===== src/rtl/capture_sequencer_pkg.sv =====
// ---------------------------------------------------------------------------
// capture_sequencer_pkg
//   Definitions shared by the acquisition sequencer, the task dispatcher and
//   the transmit readout.
//   - FSM state codes of one acquisition run (IDLE/ARMED/POST/DONE)
//   - trig_match(): trigger comparison used on every sample strobe while armed
// ---------------------------------------------------------------------------
package capture_sequencer_pkg;

  // Sequencer state encoding. The numeric values are fixed because the
  // dispatcher and readout decode them directly.
  localparam logic [1:0] ST_IDLE  = 2'd0;
  localparam logic [1:0] ST_ARMED = 2'd1;
  localparam logic [1:0] ST_POST  = 2'd2;
  localparam logic [1:0] ST_DONE  = 2'd3;

  // Widest probe sample the trigger helper accepts. Callers zero-extend
  // their samples to this width. Zero bits in the mask never participate,
  // so the extension does not change the result.
  localparam int unsigned CS_MAX_DATA_W = 64;

  // A sample matches when every channel selected by the mask sits at the
  // level given by the value. An all-zero mask matches any sample.
  function automatic logic trig_match(
    input logic [CS_MAX_DATA_W-1:0] i_sample,
    input logic [CS_MAX_DATA_W-1:0] i_value,
    input logic [CS_MAX_DATA_W-1:0] i_mask
  );
    return (((i_sample ^ i_value) & i_mask) == {CS_MAX_DATA_W{1'b0}});
  endfunction

endpackage


===== src/rtl/capture_sequencer_sample_strobe.sv =====
// ---------------------------------------------------------------------------
// capture_sequencer_sample_strobe
//   Prescaler for the acquisition clock. It counts 0..i_prescale while it is
//   enabled, and it asserts o_strobe in the cycle where the count equals
//   i_prescale. The count then wraps to 0. A prescale of 0 therefore gives a
//   strobe on every enabled cycle.
// Ports
//   i_clk      in   system clock, rising edge
//   i_rst      in   synchronous active-high reset
//   i_clr      in   synchronous clear of the counter (run start)
//   i_en       in   count enable (sequencer armed or capturing post-trigger)
//   i_prescale in   divider setting, already latched by the caller
//   o_strobe   out  one-cycle sample strobe
// ---------------------------------------------------------------------------
module capture_sequencer_sample_strobe #(
  parameter int unsigned PRESCALE_W = 16
) (
  input  logic                  i_clk,
  input  logic                  i_rst,
  input  logic                  i_clr,
  input  logic                  i_en,
  input  logic [PRESCALE_W-1:0] i_prescale,
  output logic                  o_strobe
);

  logic [PRESCALE_W-1:0] r_pcnt;

  // The strobe is decoded from the counter register and is not registered
  // again. The sequencer acts on it in the same cycle, so the first sample
  // is taken exactly prescale+1 cycles after arming.
  assign o_strobe = i_en && (r_pcnt == i_prescale);

  // Prescale counter: clears at run start, wraps after each strobe.
  always_ff @(posedge i_clk) begin
    if (i_rst) begin
      r_pcnt <= {PRESCALE_W{1'b0}};
    end else if (i_clr) begin
      r_pcnt <= {PRESCALE_W{1'b0}};
    end else if (i_en) begin
      if (o_strobe) begin
        r_pcnt <= {PRESCALE_W{1'b0}};
      end else begin
        r_pcnt <= r_pcnt + PRESCALE_W'(1);
      end
    end else begin
      r_pcnt <= r_pcnt;
    end
  end

endmodule


===== src/rtl/capture_sequencer.sv =====
// ---------------------------------------------------------------------------
// capture_sequencer
//   Sequences one acquisition run of the logic analyser.
//   - A rising edge of the dispatcher grant starts a run. The configuration
//     is latched on that edge.
//   - On each prescaler strobe, the current probe sample is written into the
//     circular sample memory. The write port is fully registered, so writes
//     appear one cycle after the strobe.
//   - While armed, each strobed sample is tested against the trigger. The
//     trigger sample is written, followed by post_count further samples.
//   - An abort request or loss of the grant ends the run early.
//   - At the end, rd_start_addr/rd_len describe the valid samples
//     oldest-first, and done_acq pulses for one cycle.
// Ports
//   i_clk            in   system clock, rising edge
//   i_rst            in   synchronous active-high reset
//   i_grant_acq      in   acquisition grant (level, rising edge starts run)
//   o_done_acq       out  one-cycle pulse when a run finishes or aborts
//   i_abort          in   host abort request (level)
//   i_prescale       in   sample every prescale+1 clocks (latched at start)
//   i_post_count     in   samples written after the trigger sample (latched)
//   i_trig_mask      in   channels participating in the trigger (latched)
//   i_trig_value     in   required level of participating channels (latched)
//   i_sample_in      in   probe inputs, already synchronised
//   o_mem_we         out  sample memory write enable
//   o_mem_waddr      out  sample memory write address
//   o_mem_wdata      out  sample memory write data
//   o_busy           out  high from start up to and including done_acq
//   o_triggered      out  trigger seen in current/last run
//   o_aborted        out  last run ended by abort or grant loss
//   o_rd_start_addr  out  address of oldest valid sample (valid from done)
//   o_rd_len         out  number of valid samples, 0..DEPTH (valid from done)
// ---------------------------------------------------------------------------
module capture_sequencer
  import capture_sequencer_pkg::*;
#(
  parameter int unsigned DATA_W     = 8,
  parameter int unsigned ADDR_W     = 10,
  parameter int unsigned PRESCALE_W = 16
) (
  input  logic                  i_clk,
  input  logic                  i_rst,
  input  logic                  i_grant_acq,
  output logic                  o_done_acq,
  input  logic                  i_abort,
  input  logic [PRESCALE_W-1:0] i_prescale,
  input  logic [ADDR_W-1:0]     i_post_count,
  input  logic [DATA_W-1:0]     i_trig_mask,
  input  logic [DATA_W-1:0]     i_trig_value,
  input  logic [DATA_W-1:0]     i_sample_in,
  output logic                  o_mem_we,
  output logic [ADDR_W-1:0]     o_mem_waddr,
  output logic [DATA_W-1:0]     o_mem_wdata,
  output logic                  o_busy,
  output logic                  o_triggered,
  output logic                  o_aborted,
  output logic [ADDR_W-1:0]     o_rd_start_addr,
  output logic [ADDR_W:0]       o_rd_len
);

  // Full memory depth, in the rd_len width so that DEPTH itself fits.
  localparam logic [ADDR_W:0]   DEPTH_LEN = {1'b1, {ADDR_W{1'b0}}};
  localparam logic [ADDR_W-1:0] ADDR_MAX  = {ADDR_W{1'b1}};

  // ---------------- state and latched configuration ----------------
  logic [1:0]            r_state;
  logic                  r_grant_q;
  logic [PRESCALE_W-1:0] r_prescale_l;
  // post_count is only ADDR_W bits wide, so the latched value never exceeds
  // DEPTH-1 and needs no further clamping.
  logic [ADDR_W-1:0]     r_post_l;
  logic [DATA_W-1:0]     r_mask_l;
  logic [DATA_W-1:0]     r_value_l;
  logic [ADDR_W-1:0]     r_waddr;
  logic                  r_wrapped;
  logic [ADDR_W-1:0]     r_postcnt;

  // ---------------- output registers ----------------
  logic                  r_done_acq;
  logic                  r_mem_we;
  logic [ADDR_W-1:0]     r_mem_waddr;
  logic [DATA_W-1:0]     r_mem_wdata;
  logic                  r_busy;
  logic                  r_triggered;
  logic                  r_aborted;
  logic [ADDR_W-1:0]     r_rd_start_addr;
  logic [ADDR_W:0]       r_rd_len;

  // ---------------- combinational wires ----------------
  logic                  w_start;
  logic                  w_running;
  logic                  w_stop_req;
  logic                  w_strobe;
  logic                  w_write;
  logic                  w_match;
  logic [ADDR_W-1:0]     w_waddr_nxt;
  logic                  w_wrapped_nxt;
  logic [1:0]            w_state_nxt;
  logic [ADDR_W-1:0]     w_postcnt_nxt;
  logic                  w_trig_set;
  logic                  w_enter_done;

  // A held grant never restarts a run. Only a fresh rising edge seen in IDLE
  // starts one.
  assign w_start    = (r_state == ST_IDLE) && i_grant_acq && !r_grant_q;
  assign w_running  = (r_state == ST_ARMED) || (r_state == ST_POST);
  assign w_stop_req = w_running && (i_abort || !i_grant_acq);
  // Abort wins over a coincident strobe: that sample is dropped.
  assign w_write    = w_running && w_strobe && !w_stop_req;
  assign w_match    = trig_match(CS_MAX_DATA_W'(i_sample_in),
                                 CS_MAX_DATA_W'(r_value_l),
                                 CS_MAX_DATA_W'(r_mask_l));

  capture_sequencer_sample_strobe #(
    .PRESCALE_W (PRESCALE_W)
  ) u_sample_strobe (
    .i_clk      (i_clk),
    .i_rst      (i_rst),
    .i_clr      (w_start),
    .i_en       (w_running),
    .i_prescale (r_prescale_l),
    .o_strobe   (w_strobe)
  );

  // Write pointer after this cycle. It is also the "address after the last
  // write" used when publishing the readout window.
  always_comb begin
    w_waddr_nxt   = r_waddr;
    w_wrapped_nxt = r_wrapped;
    if (w_write) begin
      w_waddr_nxt   = r_waddr + ADDR_W'(1);
      w_wrapped_nxt = r_wrapped || (r_waddr == ADDR_MAX);
    end else begin
      w_waddr_nxt   = r_waddr;
      w_wrapped_nxt = r_wrapped;
    end
  end

  // Run FSM next state, post-trigger countdown and trigger detection.
  always_comb begin
    w_state_nxt   = r_state;
    w_postcnt_nxt = r_postcnt;
    w_trig_set    = 1'b0;
    case (r_state)
      ST_IDLE: begin
        if (w_start) begin
          w_state_nxt = ST_ARMED;
        end else begin
          w_state_nxt = ST_IDLE;
        end
      end
      ST_ARMED: begin
        if (w_stop_req) begin
          w_state_nxt = ST_DONE;
        end else if (w_write && w_match) begin
          // The trigger sample is written in this cycle. Counting of the
          // post-trigger samples starts with the next strobe.
          w_trig_set    = 1'b1;
          w_postcnt_nxt = r_post_l;
          if (r_post_l == {ADDR_W{1'b0}}) begin
            w_state_nxt = ST_DONE;
          end else begin
            w_state_nxt = ST_POST;
          end
        end else begin
          w_state_nxt = ST_ARMED;
        end
      end
      ST_POST: begin
        if (w_stop_req) begin
          w_state_nxt = ST_DONE;
        end else if (w_write) begin
          w_postcnt_nxt = r_postcnt - ADDR_W'(1);
          // postcnt is never 0 in POST. Testing <=1 stops a corrupted count
          // from running a full extra lap of the memory.
          if (r_postcnt <= ADDR_W'(1)) begin
            w_state_nxt = ST_DONE;
          end else begin
            w_state_nxt = ST_POST;
          end
        end else begin
          w_state_nxt = ST_POST;
        end
      end
      ST_DONE: begin
        w_state_nxt = ST_IDLE;
      end
      default: begin
        w_state_nxt = ST_IDLE;
      end
    endcase
  end

  // Only ARMED and POST can move to DONE, so this is the single-cycle entry.
  assign w_enter_done = (w_state_nxt == ST_DONE) && (r_state != ST_DONE);

  // Sequencer state, latched configuration and write pointer.
  always_ff @(posedge i_clk) begin
    if (i_rst) begin
      r_state      <= ST_IDLE;
      r_grant_q    <= 1'b0;
      r_prescale_l <= {PRESCALE_W{1'b0}};
      r_post_l     <= {ADDR_W{1'b0}};
      r_mask_l     <= {DATA_W{1'b0}};
      r_value_l    <= {DATA_W{1'b0}};
      r_waddr      <= {ADDR_W{1'b0}};
      r_wrapped    <= 1'b0;
      r_postcnt    <= {ADDR_W{1'b0}};
    end else begin
      r_state   <= w_state_nxt;
      r_grant_q <= i_grant_acq;
      if (w_start) begin
        r_prescale_l <= i_prescale;
        r_post_l     <= i_post_count;
        r_mask_l     <= i_trig_mask;
        r_value_l    <= i_trig_value;
        r_waddr      <= {ADDR_W{1'b0}};
        r_wrapped    <= 1'b0;
        r_postcnt    <= {ADDR_W{1'b0}};
      end else begin
        r_waddr   <= w_waddr_nxt;
        r_wrapped <= w_wrapped_nxt;
        r_postcnt <= w_postcnt_nxt;
      end
    end
  end

  // Status flags and run completion pulse.
  always_ff @(posedge i_clk) begin
    if (i_rst) begin
      r_done_acq  <= 1'b0;
      r_busy      <= 1'b0;
      r_triggered <= 1'b0;
      r_aborted   <= 1'b0;
    end else begin
      r_done_acq <= w_enter_done;
      if (w_start) begin
        r_busy      <= 1'b1;
        r_triggered <= 1'b0;
        r_aborted   <= 1'b0;
      end else begin
        // busy stays high through the DONE cycle and falls right after it.
        if (r_state == ST_DONE) begin
          r_busy <= 1'b0;
        end
        if (w_trig_set) begin
          r_triggered <= 1'b1;
        end
        if (w_stop_req) begin
          r_aborted <= 1'b1;
        end
      end
    end
  end

  // Registered sample memory write port: one cycle behind the strobe.
  always_ff @(posedge i_clk) begin
    if (i_rst) begin
      r_mem_we    <= 1'b0;
      r_mem_waddr <= {ADDR_W{1'b0}};
      r_mem_wdata <= {DATA_W{1'b0}};
    end else begin
      r_mem_we <= w_write;
      if (w_write) begin
        r_mem_waddr <= r_waddr;
        r_mem_wdata <= i_sample_in;
      end
    end
  end

  // Readout window, published as the run enters DONE. Once the memory has
  // wrapped, the next slot to write holds the oldest sample and the whole
  // memory is valid.
  always_ff @(posedge i_clk) begin
    if (i_rst) begin
      r_rd_start_addr <= {ADDR_W{1'b0}};
      r_rd_len        <= {(ADDR_W+1){1'b0}};
    end else if (w_enter_done) begin
      if (w_wrapped_nxt) begin
        r_rd_start_addr <= w_waddr_nxt;
        r_rd_len        <= DEPTH_LEN;
      end else begin
        r_rd_start_addr <= {ADDR_W{1'b0}};
        r_rd_len        <= {1'b0, w_waddr_nxt};
      end
    end
  end

  assign o_done_acq      = r_done_acq;
  assign o_mem_we        = r_mem_we;
  assign o_mem_waddr     = r_mem_waddr;
  assign o_mem_wdata     = r_mem_wdata;
  assign o_busy          = r_busy;
  assign o_triggered     = r_triggered;
  assign o_aborted       = r_aborted;
  assign o_rd_start_addr = r_rd_start_addr;
  assign o_rd_len        = r_rd_len;

endmodule


===== config.mk =====
export PLATFORM = sky130hd
export DESIGN_NAME = capture_sequencer
export DESIGN_NICKNAME = d
export VERILOG_FILES = /design/src/rtl/capture_sequencer_pkg.sv /design/src/rtl/capture_sequencer_sample_strobe.sv /design/src/rtl/capture_sequencer.sv
export SDC_FILE = /design/constraint.sdc
export NUM_CORES = 1
export LEC_CHECK = 0
export BUFFER_PORTS_ARGS = -buffer_cell sky130_fd_sc_hd__buf_2
export CAP_MARGIN = 30
export CORE_ASPECT_RATIO = 1.1
export CORE_MARGIN = 5
export CORE_UTILIZATION = 60
export DETAILED_ROUTE_END_ITERATION = 6
export MAX_ROUTING_LAYER = met4
export PLACE_DENSITY_LB_ADDON = 0.1
export SLEW_MARGIN = 20
export SYNTH_ARGS = -nofsm -noshare
export SYNTH_HDL_FRONTEND = slang
export SYNTH_SLANG_ARGS = --single-unit

===== constraint.sdc =====
create_clock -name i_clk -period 4.2 [get_ports i_clk]
set_input_delay 0.21 -clock i_clk [delete_from_list [all_inputs] [get_ports i_clk]]
set_output_delay 0.21 -clock i_clk [all_outputs]
set_load 0.02 [all_outputs]

==> metrics list, run 1 <==
- The analysis attributes to net switching a power of between 700 and 800 uW.
- The wire-length estimate of the detail-placed layout is approximately 9300 um.
- Clk_skew: between 10 and 15 ps
* Global-route met3 utilization: 6.48%
* Highest-utilization routing layer at the global route stage: met2
* Worst slew margin relative to its limit: between 40% and 50%
* Overflow after GRT: 0
- Worst EP arrival: roughly 3400 ps
- Global Route met1 Usage: roughly a third
- For this design, the sink count on the clock tree is roughly 130.
- Clock Latency Late Sink: 530 ps
* Setup tns final: 0 ps
* CTS clock-pin slew for the worst setup and hold paths: approximately 60 ps
- The pre-antenna-repair detailed-routing pass consisted of 5 iterations.
* Final count of pins violating max slew: 0
- By instance count, the cell type seen most on the critical path is inv_1.
* Total length of routed wires: between 15000 and 20000 um
- FP Rows: 36
- Cell type of the slowest stage on the worst timing path: and3_1
- Setup Viol. Count Final: 0
- The number of nets handed over by synthesis was between 700 and 800.
* Width of the chip: between 100 and 150 um
- Inserted Clock Buffers: 17
* Number of global-route vias before repair: between 5000 and 6000
- Library cell with the largest summed area after synthesis: dfxtp_1
- Register area share after synthesis: a little under half
- Routability congestion estimate from global placement: 0.907
- Clock tree from TritonCTS: built
* Total vias in the final route: 5331
- Floorplan Core Area: about 9000 um2
* Number of buffers on the longest clock path: 2
* Worst-margin pin slew: about 800 ps
- In this run, the combinational gates consume 9.5% of the power.
* Class of the tightest hold or removal check: primary input to flip-flop
- #FFs+latches synth: 126
- Share of layout cells above drive strength 1: between 15 and 20%
* Highest clock frequency the design can meet: around 340 MHz
- For this design the top-level I/O count stands at between 90 and 100.
- From synthesis to final layout, the design area changed by 29.0%.
* Library cell used as clock root buffer: clkbuf_8
- Across the run, the number of max-cap violations was 0.
- For the worst setup path, the data required time is around 4700 ps.
- The count of buffers added on input and output ports is slightly below 100.
- Final period demand of the worst path: between 2000 and 3000 ps
- Chain of cells forming the critical path: inv_1 -> ha_1 -> inv_1 -> a21oi_1 -> and3_1 -> a31oi_1 -> o21a_1 -> nor2_1 -> mux2i_1
* Die area: 11300 um2
* Pwr Density: 403 nW/um2
* Average footprint of a synthesized cell: roughly 8.3 um2
- Type of the worst setup path: flip-flop to flip-flop
- Warnings, synthesis: 0
- Diode count: 0
* Result of the run: completed
- After detailed routing, the number of remaining DRC violations is 0.
- The count of endpoints failing hold in the final timing report was 0.
* Average wire per standard cell: 16.7 um
- Starting Density: 62.0%
- Cell area after technology mapping: approximately 5600 um2
- CTS H-Tree Depth: 4
* Final core utilization: 80.0%
- Met2 demand-to-capacity share in global routing: a little under half
* Type of element capturing the critical path: flip-flop
- Sort of element at the start of the critical path: flip-flop
- Synth cell types: 52
* Portion of the clock cycle consumed by the worst path in the final layout: 69.5%
- Largest incremental delay on the critical path: approximately 420 ps
- The number of antenna violations at the first check in global routing was 0.
- VDD sags by at most 0.325 mV.
- Max FO, Critical Path: 14
- Post-Syn Instances: approximately 670
* Design internal power: around 2.2 mW
- Leak Pwr: approximately 2.9 nW
- Unrepaired setup endpoints after global routing: no
- Vias per inst: between 5 and 6
- Pin count of the biggest net entering global routing: slightly above 100
* First-pass GRT wire length: roughly 26000 um
- ANT nets after route: 0
* Switching power as a share of total power: between 20% and 30%
- Per report_power, the sequential group accounts for between 40 and 50% of the total.
* DR iter-0 viols: ~340
- Across every metal layer, demand over resource in global routing totals 29.2%.
* Setup bufs post-CTS: 0
- After the last flow step, the layout net total stands at between 800 and 900.
* Fraction of post-synthesis cell area in the top cell type by area: between 40% and 50%
* Share of total power in the clock network: approximately 47%
* Die Y: between 100 and 150 um
- In the post-synthesis netlist, the biggest area contributors are dfxtp_1, nand2_1, a21oi_1, xor2_1, xnor2_1.
==> worst paths after layout <==
check,from,end,slack [ps],depth (start not counted)
min,i_rst,o_done_acq,190,3
max reg2reg,r_state[0],o_rd_start_addr[2],1280,9
min reg2reg,o_mem_waddr[6],o_mem_waddr[6],450,2
max,r_state[0],o_rd_start_addr[2],1280,9
==> routing by layer <==
layer / routed length (um) / vias up
met2: 7780 / 231
li1: - / 2589
met4: 509 / 0
met1: 6350 / 2462
met5: 0 / -
met3: 1030 / 49
==> power by group through the flow <==
stage | sequential (mW) | clock (mW) | combinational [mW]
global route | 1.25 | 1.43 | 0.299
finish | 1.25 | 1.37 | 0.275
floorplan | 1.27 | 0 | 0.154
CTS | 1.25 | 1.38 | 0.259
detailed placement | 1.27 | 0 | 0.222
global placement | 1.27 | 0 | 0.217
==> critical path, delay by kind of cell (launching register included) <==
| family | cells | cell delay (ps) |
|---|---|---|
| adder cells (fa/ha/maj) | 1 | 400 |
| buffers and inverters | 2 | 210 |
| AO/OA/AOI/OAI | 3 | 790 |
| AND/OR/NAND/NOR | 2 | 810 |
| multiplexers | 1 | 240 |
| flip-flops | 1 | 380 |
==> placed cells by master, fill, tap and decap left out, types with 4 or more instances in the layout <==
cell type and n:
nand2b_1 15, a211oi_1 7, clkbuf_8 5, ha_1 8
clkbuf_16 16, nand3_1 16, clkinvlp_4 5, buf_4 5
o21ai_0 24, xor2_1 25, nand2_1 147, nor3_1 7
mux2i_1 6, nor2b_1 15, dfxtp_1 126, a22oi_1 5
clkinv_2 4, nand3b_1 4, a21oi_1 84, buf_2 97
nor2_1 39, xnor2_1 18, dlygate4sd3_1 51, or3_1 4
o41ai_1 9, nand4_1 19, o31ai_1 4, inv_1 11
nor4_1 6
==> cell type report <==
cell class,count,area [um2]
clock buffer,22,473
clock inverter,10,87.6
fill,594,1790
inverter,11,41.3
multi-input combinational,499,2850
sequential,126,2520
tap,114,143
timing repair buffer,154,1060
==> registers in the layout, summed over array words and instances, names as in the netlist, 10 cells and up <==
register                cells
o_rd_start_addr            10
r_post_l                   10
r_prescale_l               16
u_sample_strobe.r_pcnt     16
r_waddr                    10
o_rd_len                   11
o_mem_waddr                10
r_postcnt                  10
==> cell usage after synthesis, drive strengths merged <==
master   number
or4           2
buf           6
o41ai         9
o221ai        1
a21oi        85
a21bo         1
nor2b        15
nor4          7
o2bb2ai       1
a31oi         2
a21o          1
and3          3
nor2         42
a221oi        1
inv          11
clkbuf       30
or3           4
nand3        16
o21ai        25
mux2i         6
nand4        20
xor2         25
and2          3
nand3b        4
xnor2        18
o211ai        1
o31ai         4
ha            8
nand2       149
o22ai         3
or2           1
nand2b       15
o21a          1
and4          4
dfxtp       126
a211oi        7
a22oi         5
nor3          9
a2111oi       1
==> stage by stage <==
stage | cell area (um2) | power [mW] | cells | hold slack [ps] | setup slack (ps)
floorplan | 5560 | 1.43 | 672 | 338 | 1800
global placement | 6070 | 1.49 | 852 | 438 | 1510
detailed placement | 6070 | 1.50 | 852 | 441 | 1360
CTS | 7150 | 2.89 | 935 | 315 | 1330
global route | 7170 | 2.99 | 936 | 237 | 1000
finish | 7170 | 2.89 | 936 | 195 | 1280
==> repair_timing <==
item                                   CTS  global route
endpoints found under the hold margin   51             0
hold buffers                            51             0
setup endpoints to repair                0             0
gates resized for setup                  0             0
==> kinds of logic after synthesis <==
family / Yosys count / synth area share, %
multiplexers: 6 / 1.08
adder cells (fa/ha/maj): 8 / 1.80
buffers and inverters: 47 / 3.51
AO/OA/AOI/OAI: 148 / 16.1
flip-flops: 126 / 45.4
AND/OR/NAND/NOR: 294 / 25.3
XOR/XNOR: 43 / 6.77
(Power assumes the default switching activity.)
==> run 2: changes to the inputs <==
--- a/config.mk
+++ b/config.mk
@@ -5,11 +5,12 @@
 export SDC_FILE = /design/constraint.sdc
 export NUM_CORES = 1
 export LEC_CHECK = 0
+export ABC_AREA = 1
 export BUFFER_PORTS_ARGS = -buffer_cell sky130_fd_sc_hd__buf_2
 export CAP_MARGIN = 30
 export CORE_ASPECT_RATIO = 1.1
 export CORE_MARGIN = 5
-export CORE_UTILIZATION = 60
+export CORE_UTILIZATION = 56
 export DETAILED_ROUTE_END_ITERATION = 6
 export MAX_ROUTING_LAYER = met4
 export PLACE_DENSITY_LB_ADDON = 0.1
==> constraint.sdc (replaced) <==
create_clock -name i_clk -period 3 [get_ports i_clk]
set_input_delay 0.15 -clock i_clk [delete_from_list [all_inputs] [get_ports i_clk]]
set_output_delay 0.15 -clock i_clk [all_outputs]
set_load 0.02 [all_outputs]
==> metrics list, run 2 <==
- Traced cell by cell, the critical path runs through inv_1 -> ha_1 -> inv_2 -> a21oi_2 -> nand3_1 -> nor2_1 -> nand2_1 -> nor2_4 -> nand2_2 -> o21ai_0 -> nor2_1 -> nand3_1 -> a21oi_1.
- The number of distinct standard cells referenced by the synthesized netlist came to 35 (-33%).
* Growth of design area from synthesis to finish: 30.2%
* CTS H-Tree Depth: 4 (unchanged)
- Library cell used as clock root buffer: clkbuf_8
- The number of register bits inferred by synthesis came to 126 (unchanged).
- The transition time at the pin with the least slew margin is 805 ps (+22.0 ps).
* Fin nets: 1018 (+17%)
- Post-Place Setup Slack: 286 ps (-1070 ps)
- The aggregate negative setup slack came to 0 ps (unchanged).
- 1st-pass router iterations: 5 (unchanged)
* Register area share after synthesis: 44.6% (-0.78 points)
* Die area: 12200 um2 (+8.2%)
* Pwr Density: 608 nW/um2 (+51%)
- Number of fill cells: 786 (+32%)
* Cell area after technology mapping: 5660 um2 (+1.8%)
- Drt drc: 0 (unchanged)
- Unrepaired setup endpoints after global routing: no
* Result of the run: completed
- Vias per inst: 5.30 (-6.9%)
- The clock net sink count was 126 (unchanged).
- The number of rows created at floorplan is 38 (+5.6%).
- The number of antenna cells inserted is 0 (unchanged).
- The synthesis warning total was 0 (unchanged).
* DR iter-0 viols: 289 (-14%)
- The starting density of the core came to 57.2% (-4.8 points).
- Estimated wirelength of the detail-placed design: 10100 um (+8.0%)
- Max FO, Critical Path: 17 (+3)
- The total non-filler cell area in the finished layout came to 7370 um2 (+2.7%).
* Sort of element at the start of the critical path: flip-flop
* Inserted Clock Buffers: 17 (unchanged)
* Most used flip-flop cell after synthesis: dfxtp_1
* Count of input and output buffers: 97 (unchanged)
- Total nets after synthesis: 875 (+19%)
- The final hold slack came to 60.0 ps (-135 ps).
- The final weighted congestion in routability-driven placement came to 0.922 (+1.7%).
- The number of antenna violations at the first check in global routing is 0 (unchanged).
- The final clock skew is 6.26 ps (-4.36 ps).
* ANT nets after route: 0 (unchanged)
- Most common cell after layout, fill and taps aside: nand2_1
- Clock Latency Late Sink: 530 ps (about the same)
- Depth of the worst hold-timing path: 2 (-1)
- Type of the worst setup path: flip-flop to flip-flop
- The post-route minimum period is 2710 ps (-207 ps).
* Most used cells in the layout excluding fill and tap cells: nand2_1, nor2_1, dfxtp_1
- Hold Fails Final Rpt: 0 (unchanged)
- Fraction of post-synthesis cell area in the top cell type by area: 44.6% (-0.78 points)
- The number of standard cells after synthesis was 813 (+21%).
* Average wire per standard cell: 14.2 um (-15%)
- The worst slew slack as a fraction of its limit is 46.3% (-1.5 points).
* Req. time, crit path: 3390 ps (-1260 ps)
- The final max-slew violation count came to 0 (unchanged).
- The x dimension of the die was 106 um (+4.0%).
* GRT Overall Usage: 26.9% (-2.3 points)
* Cell area after placement: 6210 um2 (+2.3%)
- The total leakage power was 3.32 nW (+16%).
- VDD IR-drop max: 0.428 mV (+32%)
- Floorplan Core Area: 9890 um2 (+10%)
* IO Pins: 98 (unchanged)
* Die Y: 115 um (+4.0%)
* Share of layout cells above drive strength 1: 16.0% (-2.5 points)
* Total vias in the final route: 5773 (+8.3%)
- Overflow after GRT: 0 (unchanged)
- Total design power: 4.48 mW (+55%)
- Path depth of the worst reg2reg path: 13 (+4)
- Async set-or-reset flop fraction in the synthesized netlist: 0% (unchanged)
* Number of buffers on the longest clock path: 2 (unchanged)
* Cell type of the slowest stage on the worst timing path: o21ai_0
- Counting instances in the post-synthesis netlist gives the leading cell types as nand2_1, nor2_1, dfxtp_1, o21ai_0, inv_1.
* Class of the tightest hold or removal check: primary input to flip-flop
- The number of max-capacitance violations reported is 0 (unchanged).
* Library cell with the largest summed area after synthesis: dfxtp_1
- Worst EP arrival: 3110 ps (-260 ps)
* First-pass GRT wire length: 25600 um (+0.11%)
* Type of element capturing the critical path: flip-flop
- The number of global-route vias before repair was 5644 (+7.6%).
- Highest clock frequency the design can meet: 369 MHz (+7.6%)
- The final clock period utilization by the worst path came to 90.4% (+21 points).
- Setup bufs post-CTS: 0 (unchanged)
- TritonCTS built the clock tree.
* Most instantiated library cell after synthesis: nand2_1
* Total length of routed wires: 15400 um (-1.7%)
* Top cells by area, synth: dfxtp_1, nand2_1, nor2_1, o21ai_0, a21oi_1
- Number of enable flip-flop cells after synthesis: 0 (unchanged)
* Average footprint of a synthesized cell: 6.96 um2 (-16%)
- The clock input transition at the sequential cells of the worst setup and hold paths came to 60 ps (about the same).
- Setup Viol. Count Final: 0 (unchanged)
* Largest incremental delay on the critical path: 490 ps (+70 ps)
- Minimum setup slack in the final design: 287 ps (-993 ps)
- Pin count of the biggest net entering global routing: 66 (-35%)
[run 2: worst paths after layout]
check              startpoint                 end  slack (ps)
setup reg to reg   r_state[0]  o_rd_start_addr[2]         290
hold reg to reg   o_triggered         o_triggered         450
setup / recovery   r_state[0]  o_rd_start_addr[2]         290
hold / removal          i_rst           r_grant_q          60
[run 2: metal layers]
metal / wire, um / up-vias / track usage, %
li1: - / 2894 / -
met5: 0 / - / -
met3: 921 / 41 / 5.91
met1: 6630 / 2632 / 31.7
met4: 419 / 0 / 11.3
met2: 7450 / 206 / 44.8
[run 2: report_power, final]
part	leakage [nW]	switching, mW	internal [mW]
Sequential	1.02	0.0465	1.75
Combinational	2.00	0.301	0.194
Clock	0.301	0.760	1.43
[run 2: layout make-up]
class / instances / area [um2] / share of cell area (%)
Timing Repair Buffer: 157 / 1060 / 14.4
Clock buffer: 18 / 418 / 5.67
Tap cell: 120 / 150 / 2.04
Clock inverter: 14 / 218 / 2.96
Multi-Input combinational cell: 570 / 2670 / 36.2
Inverter: 84 / 328 / 4.45
Sequential cell: 126 / 2520 / 34.2
[run 2: critical path: cells and delay by family, from the launching register on]
| kind | cells | cell delay [ps] |
|---|---|---|
| AO/OA/AOI/OAI | 3 | 660 |
| adder cells (fa/ha/maj) | 1 | 410 |
| buffers and inverters | 2 | 180 |
| flip-flops | 1 | 380 |
| AND/OR/NAND/NOR | 7 | 930 |
[run 2: cell families (layout without fill, tap and decap cells)]
group	after synthesis	after routing	synth area share, %
simple gates	386	386	28.2
compound gates	157	157	14.2
flops	126	126	44.6
buf+inv	117	273	8.27
xor+xnor	19	19	2.94
fa+ha+maj	8	8	1.77
[run 2: timing repair]
| action | CTS | global route |
|---|---|---|
| hold buffers | 51 | 0 |
| setup endpoints to repair | 0 | 6 |
| hold endpoints to repair | 51 | 0 |
| gates resized for setup | 0 | 2 |
[run 2: metrics by stage]
step	utilization (%)	instances
final	74.5	1089
after global routing	74.5	1089
after CTS	74.4	1089
after detailed placement	62.8	1006
after global placement	62.8	1006
after floorplan	-	813
